[config.mk]
export PLATFORM = sky130hd
export DESIGN_NAME = life_stepper
export DESIGN_NICKNAME = d
export VERILOG_FILES = /design/src/rtl/life_stepper.sv
export SDC_FILE = /design/constraint.sdc
export NUM_CORES = 1
export LEC_CHECK = 0
export CAP_MARGIN = 10
export CORE_AREA = 2 2 243 245
export CTS_BUF_LIST = sky130_fd_sc_hd__clkbuf_8
export DETAILED_ROUTE_END_ITERATION = 16
export DIE_AREA = 0 0 245 247
export DONT_BUFFER_PORTS = 1
export SLEW_MARGIN = 5
export SYNTH_ARGS = -nofsm -noshare
export SYNTH_HDL_FRONTEND = slang
export SYNTH_SLANG_ARGS = --single-unit
[constraint.sdc]
create_clock -name clk_in -period 8.2 [get_ports clk_in]
set_clock_uncertainty 0.2 [all_clocks]
set_input_delay 0.82 -clock clk_in [delete_from_list [all_inputs] [get_ports clk_in]]
set_output_delay 0.82 -clock clk_in [all_outputs]
set_load 0.02 [all_outputs]
[src/rtl/life_stepper.sv]
// Conway B3/S23 generation stepper on the logic side of a double-buffered grid.
// Define LIFE_WRAP_EN for a toroidal grid; otherwise cells outside the grid are dead.
module life_stepper #(
   parameter int WORD_SIZE     = 32,
   parameter int WORDS_PER_ROW = 20,
   parameter int NUM_ROWS      = 480,
   parameter int READ_LATENCY  = 2,
   parameter int LOG_MAX_ADDR  = 15
) (
   input  logic                    clk_in,
   input  logic                    rst_n_in,
   input  logic                    start_in,
   input  logic                    ready_in,
   output logic [LOG_MAX_ADDR-1:0] logic_addr_r,
   input  logic [WORD_SIZE-1:0]    logic_data_r,
   output logic [LOG_MAX_ADDR-1:0] logic_addr_w,
   output logic [WORD_SIZE-1:0]    logic_data_w,
   output logic                    logic_wr_en,
   output logic                    swap_out,
   output logic                    busy_out,
   output logic [15:0]             gen_count_out
);

   // Row and column counters are kept "extended": index 0 is the virtual row/col -1
   // and index N+1 the virtual row/col N, so the halo needs no signed arithmetic.
   localparam int ROW_W = $clog2(NUM_ROWS + 2);
   localparam int COL_W = $clog2(WORDS_PER_ROW + 2);
   localparam int PH_W  = (READ_LATENCY > 3) ? $clog2(READ_LATENCY) : 2;

   localparam logic [ROW_W-1:0] ROW_LAST  = ROW_W'(NUM_ROWS - 1);
   localparam logic [ROW_W-1:0] ROW_EDGE  = ROW_W'(NUM_ROWS + 1);
   localparam logic [ROW_W-1:0] ROW_ONE   = ROW_W'(1);
   localparam logic [COL_W-1:0] COL_LAST  = COL_W'(WORDS_PER_ROW - 1);
   localparam logic [COL_W-1:0] COL_EDGE  = COL_W'(WORDS_PER_ROW + 1);
   localparam logic [COL_W-1:0] COL_ONE   = COL_W'(1);
   localparam logic [COL_W-1:0] COL_FIRST_WR = COL_W'(2);
   localparam logic [PH_W-1:0]  PH_ONE    = PH_W'(1);
   localparam logic [PH_W-1:0]  PH_ISSUE_LAST = PH_W'(2);
   localparam logic [PH_W-1:0]  PH_WAIT_LAST  = PH_W'(READ_LATENCY - 1);

   typedef enum logic [2:0] {
      S_IDLE,
      S_ISSUE,
      S_WAIT,
      S_WRITE,
      S_SWAP
   } state_t;

   // One fetch column: index 0 = row above, 1 = current row, 2 = row below.
   typedef logic [2:0][WORD_SIZE-1:0] col_t;

   state_t            r_state, w_next_state;
   logic [PH_W-1:0]   r_phase, w_next_phase;
   logic [ROW_W-1:0]  r_row,   w_next_row;
   logic [COL_W-1:0]  r_col,   w_next_col;

   logic [READ_LATENCY-1:0]       r_tag_vld;
   logic [READ_LATENCY-1:0][1:0]  r_tag_slot;
   logic                          w_cap_vld;
   logic [1:0]                    w_cap_slot;
   logic [WORD_SIZE-1:0]          w_cap_word;
   logic                          w_shift;

   logic [WORD_SIZE-1:0] r_colbuf0, r_colbuf1;
   col_t                 r_win_c, r_win_r, w_new_col;

   logic [LOG_MAX_ADDR-1:0] r_addr_r, r_addr_w;
   logic [WORD_SIZE-1:0]    r_data_w;
   logic [15:0]             r_gen;

   // Physical word address of an extended (row, col) pair; halo indices wrap so
   // every read stays inside the buffer even when the data is later masked.
   function automatic logic [LOG_MAX_ADDR-1:0] word_addr(input logic [ROW_W-1:0] erow,
                                                         input logic [COL_W-1:0] ecol);
      logic [ROW_W-1:0] prow;
      logic [COL_W-1:0] pcol;
      if (erow == '0)            prow = ROW_LAST;
      else if (erow == ROW_EDGE) prow = '0;
      else                       prow = erow - ROW_ONE;
      if (ecol == '0)            pcol = COL_LAST;
      else if (ecol == COL_EDGE) pcol = '0;
      else                       pcol = ecol - COL_ONE;
      return LOG_MAX_ADDR'(prow) * LOG_MAX_ADDR'(WORDS_PER_ROW) + LOG_MAX_ADDR'(pcol);
   endfunction

   function automatic logic [WORD_SIZE-1:0] life_word(input col_t l, input col_t c,
                                                      input col_t r);
      logic [2:0][WORD_SIZE+1:0] ext;
      logic [3:0]                n;
      logic [WORD_SIZE-1:0]      nxt;
      for (int j = 0; j < 3; j++) ext[j] = {r[j][0], c[j], l[j][WORD_SIZE-1]};
      for (int i = 0; i < WORD_SIZE; i++) begin
         n = '0;
         for (int j = 0; j < 3; j++)
            for (int d = 0; d < 3; d++)
               if (!(j == 1 && d == 1)) n = n + 4'(ext[j][i+d]);
         nxt[i] = (n == 4'd3) | (c[1][i] & (n == 4'd2));
      end
      return nxt;
   endfunction

   // NOTE: every variable gets a default before the case so no latch can be inferred.
   always_comb begin
      w_next_state = r_state;
      w_next_phase = r_phase;
      w_next_row   = r_row;
      w_next_col   = r_col;
      case (r_state)
         S_IDLE: begin
            if (start_in && ready_in) begin
               w_next_state = S_ISSUE;
               w_next_phase = '0;
               w_next_row   = '0;
               w_next_col   = '0;
            end
         end
         S_ISSUE: begin
            if (r_phase == PH_ISSUE_LAST) begin
               w_next_state = S_WAIT;
               w_next_phase = '0;
            end else begin
               w_next_phase = r_phase + PH_ONE;
            end
         end
         S_WAIT: begin
            if (r_phase == PH_WAIT_LAST) begin
               w_next_state = S_WRITE;
               w_next_phase = '0;
            end else begin
               w_next_phase = r_phase + PH_ONE;
            end
         end
         S_WRITE: begin
            w_next_phase = '0;
            if (r_col != COL_EDGE) begin
               w_next_state = S_ISSUE;
               w_next_col   = r_col + COL_ONE;
            end else if (r_row != ROW_LAST) begin
               w_next_state = S_ISSUE;
               w_next_row   = r_row + ROW_ONE;
               w_next_col   = '0;
            end else begin
               w_next_state = S_SWAP;
            end
         end
         S_SWAP:  w_next_state = S_IDLE;
         default: w_next_state = S_IDLE;
      endcase
   end

   // NOTE: sequential state uses non-blocking assignments so all registers see the
   // pre-edge values of each other, independent of statement order.
   always_ff @(posedge clk_in or negedge rst_n_in) begin
      if (!rst_n_in) begin
         r_state  <= S_IDLE;
         r_phase  <= '0;
         r_row    <= '0;
         r_col    <= '0;
         r_addr_r <= '0;
         r_gen    <= '0;
      end else begin
         r_state <= w_next_state;
         r_phase <= w_next_phase;
         r_row   <= w_next_row;
         r_col   <= w_next_col;
         if (w_next_state == S_ISSUE)
            r_addr_r <= word_addr(w_next_row + ROW_W'(w_next_phase), w_next_col);
         if (w_next_state == S_SWAP)
            r_gen <= r_gen + 16'd1;
      end
   end

   // Each issued read carries its row slot down a pipe as deep as the RAM latency,
   // so the returning word is captured in exactly the cycle it becomes valid.
   always_ff @(posedge clk_in or negedge rst_n_in) begin
      if (!rst_n_in) begin
         r_tag_vld  <= '0;
         r_tag_slot <= '0;
      end else begin
         r_tag_vld[0]  <= (r_state == S_ISSUE);
         r_tag_slot[0] <= r_phase[1:0];
         for (int i = 1; i < READ_LATENCY; i++) begin
            r_tag_vld[i]  <= r_tag_vld[i-1];
            r_tag_slot[i] <= r_tag_slot[i-1];
         end
      end
   end

   assign w_cap_vld  = r_tag_vld[READ_LATENCY-1];
   assign w_cap_slot = r_tag_slot[READ_LATENCY-1];
   assign w_shift    = w_cap_vld && (w_cap_slot == 2'd2);

`ifdef LIFE_WRAP_EN
   assign w_cap_word = logic_data_r;
`else
   logic [ROW_W-1:0] w_cap_erow;
   logic             w_cap_off;
   assign w_cap_erow = r_row + ROW_W'(w_cap_slot);
   assign w_cap_off  = (w_cap_erow == '0) || (w_cap_erow == ROW_EDGE) ||
                       (r_col == '0) || (r_col == COL_EDGE);
   assign w_cap_word = w_cap_off ? '0 : logic_data_r;
`endif

   always_comb begin
      w_new_col    = '0;
      w_new_col[0] = r_colbuf0;
      w_new_col[1] = r_colbuf1;
      w_new_col[2] = w_cap_word;
   end

   // The left column is only consumed at the shift itself, so only the centre and
   // right columns are stored; the shift edge sees L=r_win_c, C=r_win_r, R=new.
   // NOTE: the window is a few flops, not a RAM, so it is cleared by reset.
   always_ff @(posedge clk_in or negedge rst_n_in) begin
      if (!rst_n_in) begin
         r_colbuf0 <= '0;
         r_colbuf1 <= '0;
         r_win_c   <= '0;
         r_win_r   <= '0;
         r_addr_w  <= '0;
         r_data_w  <= '0;
      end else if (w_cap_vld) begin
         case (w_cap_slot)
            2'd0:    r_colbuf0 <= w_cap_word;
            2'd1:    r_colbuf1 <= w_cap_word;
            default: begin
               r_win_c <= r_win_r;
               r_win_r <= w_new_col;
            end
         endcase
         if (w_shift && (r_col >= COL_FIRST_WR)) begin
            r_data_w <= life_word(r_win_c, r_win_r, w_new_col);
            r_addr_w <= word_addr(r_row + ROW_ONE, r_col - COL_ONE);
         end
      end
   end

   assign logic_addr_r  = r_addr_r;
   assign logic_addr_w  = r_addr_w;
   assign logic_data_w  = r_data_w;
   assign logic_wr_en   = (r_state == S_WRITE) && (r_col >= COL_FIRST_WR);
   assign swap_out      = (r_state == S_SWAP);
   assign busy_out      = (r_state != S_IDLE);
   assign gen_count_out = r_gen;

endmodule

==> flow_summary.json, run 1 <==
{
  "preCtsSetupSlack_ns": 0.541,
  "core_um2": 58200,
  "synth_top_family_by_area": "adder cells",
  "max_clock_freq_ghz": 0.134,
  "most-common-layout-cells": "sky130_fd_sc_hd__ha_1, sky130_fd_sc_hd__dfrtp_1, sky130_fd_sc_hd__nand2_1, sky130_fd_sc_hd__xnor2_1, sky130_fd_sc_hd__o31ai_1",
  "number_of_synthesized_flops_with_an_enable_pin": 0,
  "synth_compound_gate_area_share_pct": 10.7,
  "total_length_of_routed_wires_um": 50100,
  "synth_fp_nets": 2843,
  "postSynthRegisterBits": 266,
  "critical_path_arrival_ns": 7.80,
  "synth_simple_gate_area_share_pct": 12.3,
  "number_of_nets_in_the_layout": 2846,
  "worst-endpoint-required_ns": 8.52,
  "grt_setup_unrepaired": "false",
  "initial_utilization_pct": 39.4,
  "tns_ns": 0,
  "timing.critical_path.to_type": "register",
  "worst_pin_slew_ns": 1.08,
  "route.detailed.wl_per_inst_um": 16.1,
  "first_global_vias": 16900,
  "h-tree-depth": 2,
  "number_of_antenna_violations_at_the_first_check_in_global_routing": 1,
  "dp_hpwl_um": 36300,
  "clk_pin_slew_worst_paths_ns": 0.07,
  "die_height_um": 247,
  "post_layout_min_period_ns": 7.48,
  "synthDominantAreaCellType": "sky130_fd_sc_hd__dfrtp_1",
  "detailroute.via_count": 16400,
  "drv_cap": 0,
  "finalPower_mw": 4.65,
  "synth_async_sr_flop_share_pct": 100,
  "finalMaxSlewViolations": 0,
  "die_span_in_x_um": 245,
  "postSynthCellCount": 2300,
  "fraction_of_final_layout_cells_sized_beyond_drive_strength_1_pct": 8.92,
  "fin_ws_ns": 0.720,
  "criticalPathCategory": "reg -> reg",
  "tritoncts": "built",
  "final_hold_viol_count": 0,
  "finalWeightedCongestion": 0.860,
  "insertion_delay_ns": 0.64,
  "netlist_area_um2": 23000,
  "final_common_cell": "sky130_fd_sc_hd__ha_1",
  "number_of_buffers_and_inverters_on_the_critical_path": 2,
  "cell_family_contributing_the_most_delay_on_the_critical_path": "compound AO/OA/AOI/OAI gates",
  "drt_drc_violations_left": 0,
  "timing.critical_path.mode_cell": "sky130_fd_sc_hd__ha_1",
  "grt_first_pass_wirelength_um": 83900,
  "cts.path.max_buffers": 3,
  "leakage_nw": 11.7,
  "run_status": "finished clean",
  "average_footprint_of_a_synthesized_cell_um2": 9.99,
  "post_synth_adder_cell_area_pct": 29.9,
  "numPortBuffers": 0,
  "die-area_um2": 60500,
  "area.growth.synth_to_final_pct": 9.11,
  "vdd.ir_drop.worst_v": 0.0000945,
  "hold_ws_ns": 0.0724,
  "number_of_routed_nets_with_antenna_violations": 0,
  "setup_viol_count_final": 0,
  "worst-path-max-fanout": 15,
  "highest_delay_cell_along_the_critical_path": "sky130_fd_sc_hd__dfrtp_1",
  "synth_top_cell_area_share_pct": 29.0,
  "grt.overflow.total": 0,
  "cts-buffers-inserted": 52,
  "clock_sinks": 266,
  "crit_path_start_kind": "register",
  "sequential_fraction_of_the_synthesis_area_pct": 29.0,
  "dr.first_iter.drc_count": 547,
  "min-delay-path-class": "in -> async",
  "slew_headroom_pct": 27.7,
  "grt_max_degree": 267,
  "synth_mux_area_share_pct": 3.67,
  "ys.flop_type": "sky130_fd_sc_hd__dfrtp_1",
  "synth-warning-count": 0,
  "clock_tree.root_cell": "sky130_fd_sc_hd__clkbuf_8",
  "routed_via_density": 5.27,
  "rows": 89,
  "num_io_pins": 117,
  "synth.distinct_cells": 79,
  "worst_path_largest_cell_delay_ns": 0.70,
  "synth-xor-area-share_pct": 11.6,
  "finalCritPeriodShare_pct": 91.2,
  "post_synth_main_area_contributors": "sky130_fd_sc_hd__dfrtp_1, sky130_fd_sc_hd__ha_1, sky130_fd_sc_hd__xnor2_1, sky130_fd_sc_hd__fa_1, sky130_fd_sc_hd__xor2_1",
  "powerDensity_nw_per_um2": 185,
  "drt_pass1_iterations": 5,
  "groute.usage.overall_pct": 17.0
}
[Yosys cell counts, drive strengths merged (3+ instances only)]
cell type  instances
a211o              3
a22oi              4
a21oi             77
and3              34
a21o              10
clkbuf            48
nor3              14
a211oi             5
xnor2            183
a31oi              4
xor2             120
buf               20
nand2            251
or4                3
nand4              7
and2              11
o31a               4
or2                8
fa                70
nor4b              4
o211ai             4
inv               98
o21bai             6
nand2b             5
nand3            128
nor4               4
o31ai            134
nor2b             12
and4               3
o21a               7
dfrtp            266
nor2             105
mux2              73
or3                6
ha               437
o21ai             90
nor3b              6
[cells by family (layout without fill, tap and decap cells)]
group           count (synthesis)  after routing
simple gates                  608            608
fa+ha+maj                     507            507
mux                            75             75
xor+xnor                      303            303
buf+inv                       166            209
flops                         266            266
other cells                     0              1
compound gates                375            375
[worst register-to-register path, cell delays in order (launching register included)]
cell and delay, ns:
sky130_fd_sc_hd__dfrtp_1 0.70, sky130_fd_sc_hd__nand2_2 0.15, sky130_fd_sc_hd__or4_4 0.62, sky130_fd_sc_hd__a21oi_4 0.24
sky130_fd_sc_hd__nand2_1 0.07, sky130_fd_sc_hd__o21ai_0 0.16, sky130_fd_sc_hd__ha_1 0.26, sky130_fd_sc_hd__inv_1 0.06
sky130_fd_sc_hd__fa_1 0.52, sky130_fd_sc_hd__nor4b_1 0.35, sky130_fd_sc_hd__mux2i_1 0.15, sky130_fd_sc_hd__a221o_1 0.31
sky130_fd_sc_hd__a21oi_1 0.16, sky130_fd_sc_hd__buf_4 0.17, sky130_fd_sc_hd__nand2_1 0.12, sky130_fd_sc_hd__nor2_4 0.23
sky130_fd_sc_hd__o21ai_0 0.19, sky130_fd_sc_hd__ha_1 0.35, sky130_fd_sc_hd__ha_1 0.29, sky130_fd_sc_hd__a21o_1 0.19
sky130_fd_sc_hd__a311o_1 0.35, sky130_fd_sc_hd__a21oi_1 0.24, sky130_fd_sc_hd__xnor2_1 0.17, sky130_fd_sc_hd__nor3_1 0.28
sky130_fd_sc_hd__xor2_1 0.32, sky130_fd_sc_hd__a211o_1 0.16, sky130_fd_sc_hd__o221ai_1 0.12, sky130_fd_sc_hd__a311oi_1 0.22
[per-stage QoR]
step | instances | utilization [%] | instance area (um^2)
after floorplan | 2300 | - | 23000
after global placement | 3017 | 40.8 | 23800
after detailed placement | 3017 | 40.8 | 23800
after CTS | 3112 | 42.9 | 25000
after global routing | 3117 | 43.0 | 25100
final | 3117 | 43.0 | 25100
[final cells by class]
type,instances,area [um^2]
antenna,1,2.50
inverter,98,368
clock buffer,69,950
sequential,266,6660
timing repair buffer,17,188
fill,5555,33200
multi-input combinational,1868,15700
tap,773,967
clock inverter,25,220
[sequential cells by signal (all words and copies together), names as in the netlist]
| signal | count |
|---|---|
| r_win_r | 96 |
| logic_data_w | 32 |
| r_tag_vld | 2 |
| r_colbuf0 | 32 |
| r_col | 5 |
| gen_count_out | 16 |
| r_tag_slot | 2 |
| r_state | 3 |
| r_colbuf1 | 32 |
| w_cap_slot | 2 |
| r_row | 9 |
| r_phase | 2 |
| logic_addr_w | 15 |
| r_win_c | 3 |
| logic_addr_r | 15 |
[where the power goes]
part	internal (mW)	switching (mW)
logic	0.735	0.824
clock network	0.853	0.646
registers	1.41	0.181
[path summary, 6_finish.rpt]
| check | from | to | slack, ns | cells past startpoint |
|---|---|---|---|---|
| max reg2reg | r_row[4] | logic_addr_r[12] | 0.72 | 27 |
| min | rst_n_in | logic_data_w[18] | 0.07 | 2 |
| max in group asynchronous | rst_n_in | r_state[0] | 6.63 | 3 |
| min reg2reg | r_tag_vld[0] | r_tag_vld[1] | 0.15 | 0 |
| min in group clk_in | r_tag_vld[0] | r_tag_vld[1] | 0.15 | 0 |
| max | r_row[4] | logic_addr_r[12] | 0.72 | 27 |
[what timing repair did]
item	4_1_cts	5_1_grt
hold buffers	1	0
setup endpoints to repair	0	1
buffers inserted	0	2
gates resized for setup	0	3
hold endpoints to repair	266	0
[metal layers]
metal / wire [um] / share of wire, % / vias to the layer above / track usage [%]
li1: - / - / 8132 / -
met1: 22200 / 44 / 7994 / 20.6
met2: 24500 / 49 / 225 / 30.1
met3: 2230 / 4.4 / 80 / 3.79
met4: 1190 / 2.4 / 0 / 4.93
met5: 0 / 0 / - / 0
No activity file was read; power rests on OpenSTA's default activity.
==> run 2, diff against run 1 <==
==> constraint.sdc (replaced) <==
create_clock -name clk_in -period 7.6 [get_ports clk_in]
set_clock_uncertainty 0.2 [all_clocks]
set_input_delay 0.76 -clock clk_in [delete_from_list [all_inputs] [get_ports clk_in]]
set_output_delay 0.76 -clock clk_in [all_outputs]
set_load 0.02 [all_outputs]
==> flow_summary.json, run 2 (synthesis results as in run 1) <==
{
  "cts.path.max_buffers": 3,
  "groute.usage.overall_pct": 17.0,
  "number_of_nets_in_the_layout": 2880,
  "grt_setup_unrepaired": "false",
  "fill_cells": 5543,
  "most-common-layout-cells": "sky130_fd_sc_hd__ha_1, sky130_fd_sc_hd__dfrtp_1, sky130_fd_sc_hd__nand2_1, sky130_fd_sc_hd__xnor2_1, sky130_fd_sc_hd__o31ai_1",
  "run_status": "finished clean",
  "leakage_nw": 11.9,
  "number_of_routed_nets_with_antenna_violations": 0,
  "cts-buffers-inserted": 53,
  "comb_power_share_pct": 33.7,
  "dp_hpwl_um": 37000,
  "finish.instance_area_um2": 25300,
  "grt.overflow.total": 0,
  "ff_latch_area_um2": 6660,
  "total_length_of_routed_wires_um": 50300,
  "numPortBuffers": 0,
  "rows": 89,
  "die_height_um": 247,
  "number_of_antenna_violations_at_the_first_check_in_global_routing": 1,
  "crit_path_start_kind": "register",
  "route.detailed.wl_per_inst_um": 16.0,
  "grt_first_pass_wirelength_um": 84300,
  "max_clock_freq_ghz": 0.144,
  "p_sw_mw": 1.77,
  "clock_sinks": 266,
  "grt_max_degree": 267,
  "clock_tree.root_cell": "sky130_fd_sc_hd__clkbuf_8",
  "worst-endpoint-required_ns": 7.94,
  "criticalPathCategory": "reg -> reg",
  "fin_ws_ns": 0.657,
  "critical_path_arrival_ns": 7.28,
  "area.growth.synth_to_final_pct": 10.0,
  "ff2ff_setup_slack_ns": 0.66,
  "dr.first_iter.drc_count": 519,
  "vdd.ir_drop.worst_v": 0.000111,
  "largest_register_ffs": 96,
  "tns_ns": 0,
  "worst_r2r_path_depth": 27,
  "final_cell_count_no_fill": 3150,
  "tritoncts": "built",
  "num_io_pins": 117,
  "part_of_the_total_power_dissipated_in_the_clock_network_pct": 32.0,
  "power.switching_fraction_pct": 35.2,
  "first_global_vias": 17100,
  "intPower_mw": 3.24,
  "die-area_um2": 60500,
  "slew_headroom_pct": 29.0,
  "detailroute.via_count": 16500,
  "clk_pin_slew_worst_paths_ns": 0.07,
  "preCtsSetupSlack_ns": 0.393,
  "power.share.sequential_pct": 34.3,
  "worst-path-max-fanout": 8,
  "drv_cap": 0,
  "powerDensity_nw_per_um2": 198,
  "setup_viol_count_final": 0,
  "initial_utilization_pct": 39.4,
  "drt_drc_violations_left": 0,
  "routed_via_density": 5.24,
  "place_inst": 3051,
  "finalCritPeriodShare_pct": 91.4,
  "timing.critical_path.to_type": "register",
  "worst_hold_depth": 2,
  "drt_pass1_iterations": 5,
  "insertion_delay_ns": 0.65,
  "finalWeightedCongestion": 0.859,
  "h-tree-depth": 2,
  "multi_input_comb_area_um2": 15700,
  "placed_area_um2": 24000,
  "worst_pin_slew_ns": 1.07,
  "final_hold_viol_count": 0,
  "die_span_in_x_um": 245,
  "core_um2": 58200,
  "final_common_cell": "sky130_fd_sc_hd__ha_1",
  "min-delay-path-class": "in -> reg",
  "finalMaxSlewViolations": 0,
  "fraction_of_final_layout_cells_sized_beyond_drive_strength_1_pct": 10.0,
  "post_layout_min_period_ns": 6.94,
  "largest-register": "r_win_r"
}
run 2: changes by cell type in the layout (fill, tap and decap cells not counted), sizes merged:
cell	change
inv	+2
dlygate4sd3	+1
buf	+32
bufinv	+1
clkinvlp	-5
clkbuf	-2
clkinv	+4
run 2: worst paths after layout:
path | from | to
min | logic_data_r[29] | r_colbuf0[29]
min in group asynchronous | rst_n_in | logic_data_w[23]
max in group asynchronous | rst_n_in | r_colbuf0[3]
min reg2reg | r_tag_vld[0] | r_tag_vld[1]
max reg2reg | r_row[1] | logic_addr_r[12]
max | r_row[1] | logic_addr_r[12]
run 2: worst max-delay path: stages (launching register included):
cell	delay, ns
sky130_fd_sc_hd__dfrtp_1	0.45
sky130_fd_sc_hd__ha_1	0.23
sky130_fd_sc_hd__nand3_1	0.13
sky130_fd_sc_hd__or4_4	0.58
sky130_fd_sc_hd__a21oi_2	0.17
sky130_fd_sc_hd__nand2_1	0.07
sky130_fd_sc_hd__o21ai_0	0.13
sky130_fd_sc_hd__ha_1	0.25
sky130_fd_sc_hd__inv_1	0.06
sky130_fd_sc_hd__fa_1	0.43
sky130_fd_sc_hd__nor4b_1	0.33
sky130_fd_sc_hd__mux2i_1	0.15
sky130_fd_sc_hd__a221o_1	0.31
sky130_fd_sc_hd__a21oi_1	0.15
sky130_fd_sc_hd__buf_4	0.14
sky130_fd_sc_hd__nand4_1	0.27
sky130_fd_sc_hd__o21ai_0	0.26
sky130_fd_sc_hd__ha_1	0.31
sky130_fd_sc_hd__ha_1	0.30
sky130_fd_sc_hd__a21o_1	0.20
sky130_fd_sc_hd__a311o_1	0.36
sky130_fd_sc_hd__a21oi_1	0.23
sky130_fd_sc_hd__xnor2_1	0.12
sky130_fd_sc_hd__nor3_1	0.26
sky130_fd_sc_hd__xor2_1	0.28
sky130_fd_sc_hd__a211o_1	0.15
sky130_fd_sc_hd__o221ai_1	0.11
sky130_fd_sc_hd__a311oi_1	0.22
run 2: power groups by stage:
stage               clock, mW  combinational (mW)  sequential (mW)
finish                   1.60                1.69             1.72
global route             1.74                2.00             1.74
CTS                      1.68                1.71             1.73
detailed placement          0                1.66             1.75
global placement            0                1.55             1.75
floorplan                   0                1.37             1.70
run 2: through the flow:
step	power (mW)	util [%]	hold WS (ns)
floorplan	3.06	-	0.131
global placement	3.30	41.3	0.136
detailed placement	3.41	41.3	0.137
CTS	5.12	43.3	0.0590
global route	5.48	43.4	0.0955
finish	5.01	43.4	0.132
run 2: area by class of cell:
type                    count  share of cell area, %
diodes                      1                0.00990
repair buffers             50                   1.65
clock inverters            27                  0.916
flip-flops and latches    266                   26.3
multi-input cells        1868                   62.2
well taps                 773                   3.83
inverters                  98                   1.46
clock buffers              67                   3.65
run 2: layer usage:
layer / part of all wire, % / global-route usage [%] / vias up
li1: - / - / 8195
met1: 44 / 20.5 / 8013
met2: 49 / 30.3 / 218
met3: 4.6 / 3.83 / 72
met4: 2.0 / 4.48 / 0
met5: 0 / 0 / -
run 2: repair_timing:
action / 4_1_cts / 5_1_grt
setup endpoints to repair: 0 / 1
hold buffers: 1 / 1
gates resized for setup: 0 / 3
hold endpoints to repair: 266 / 113
buffers inserted: 0 / 1
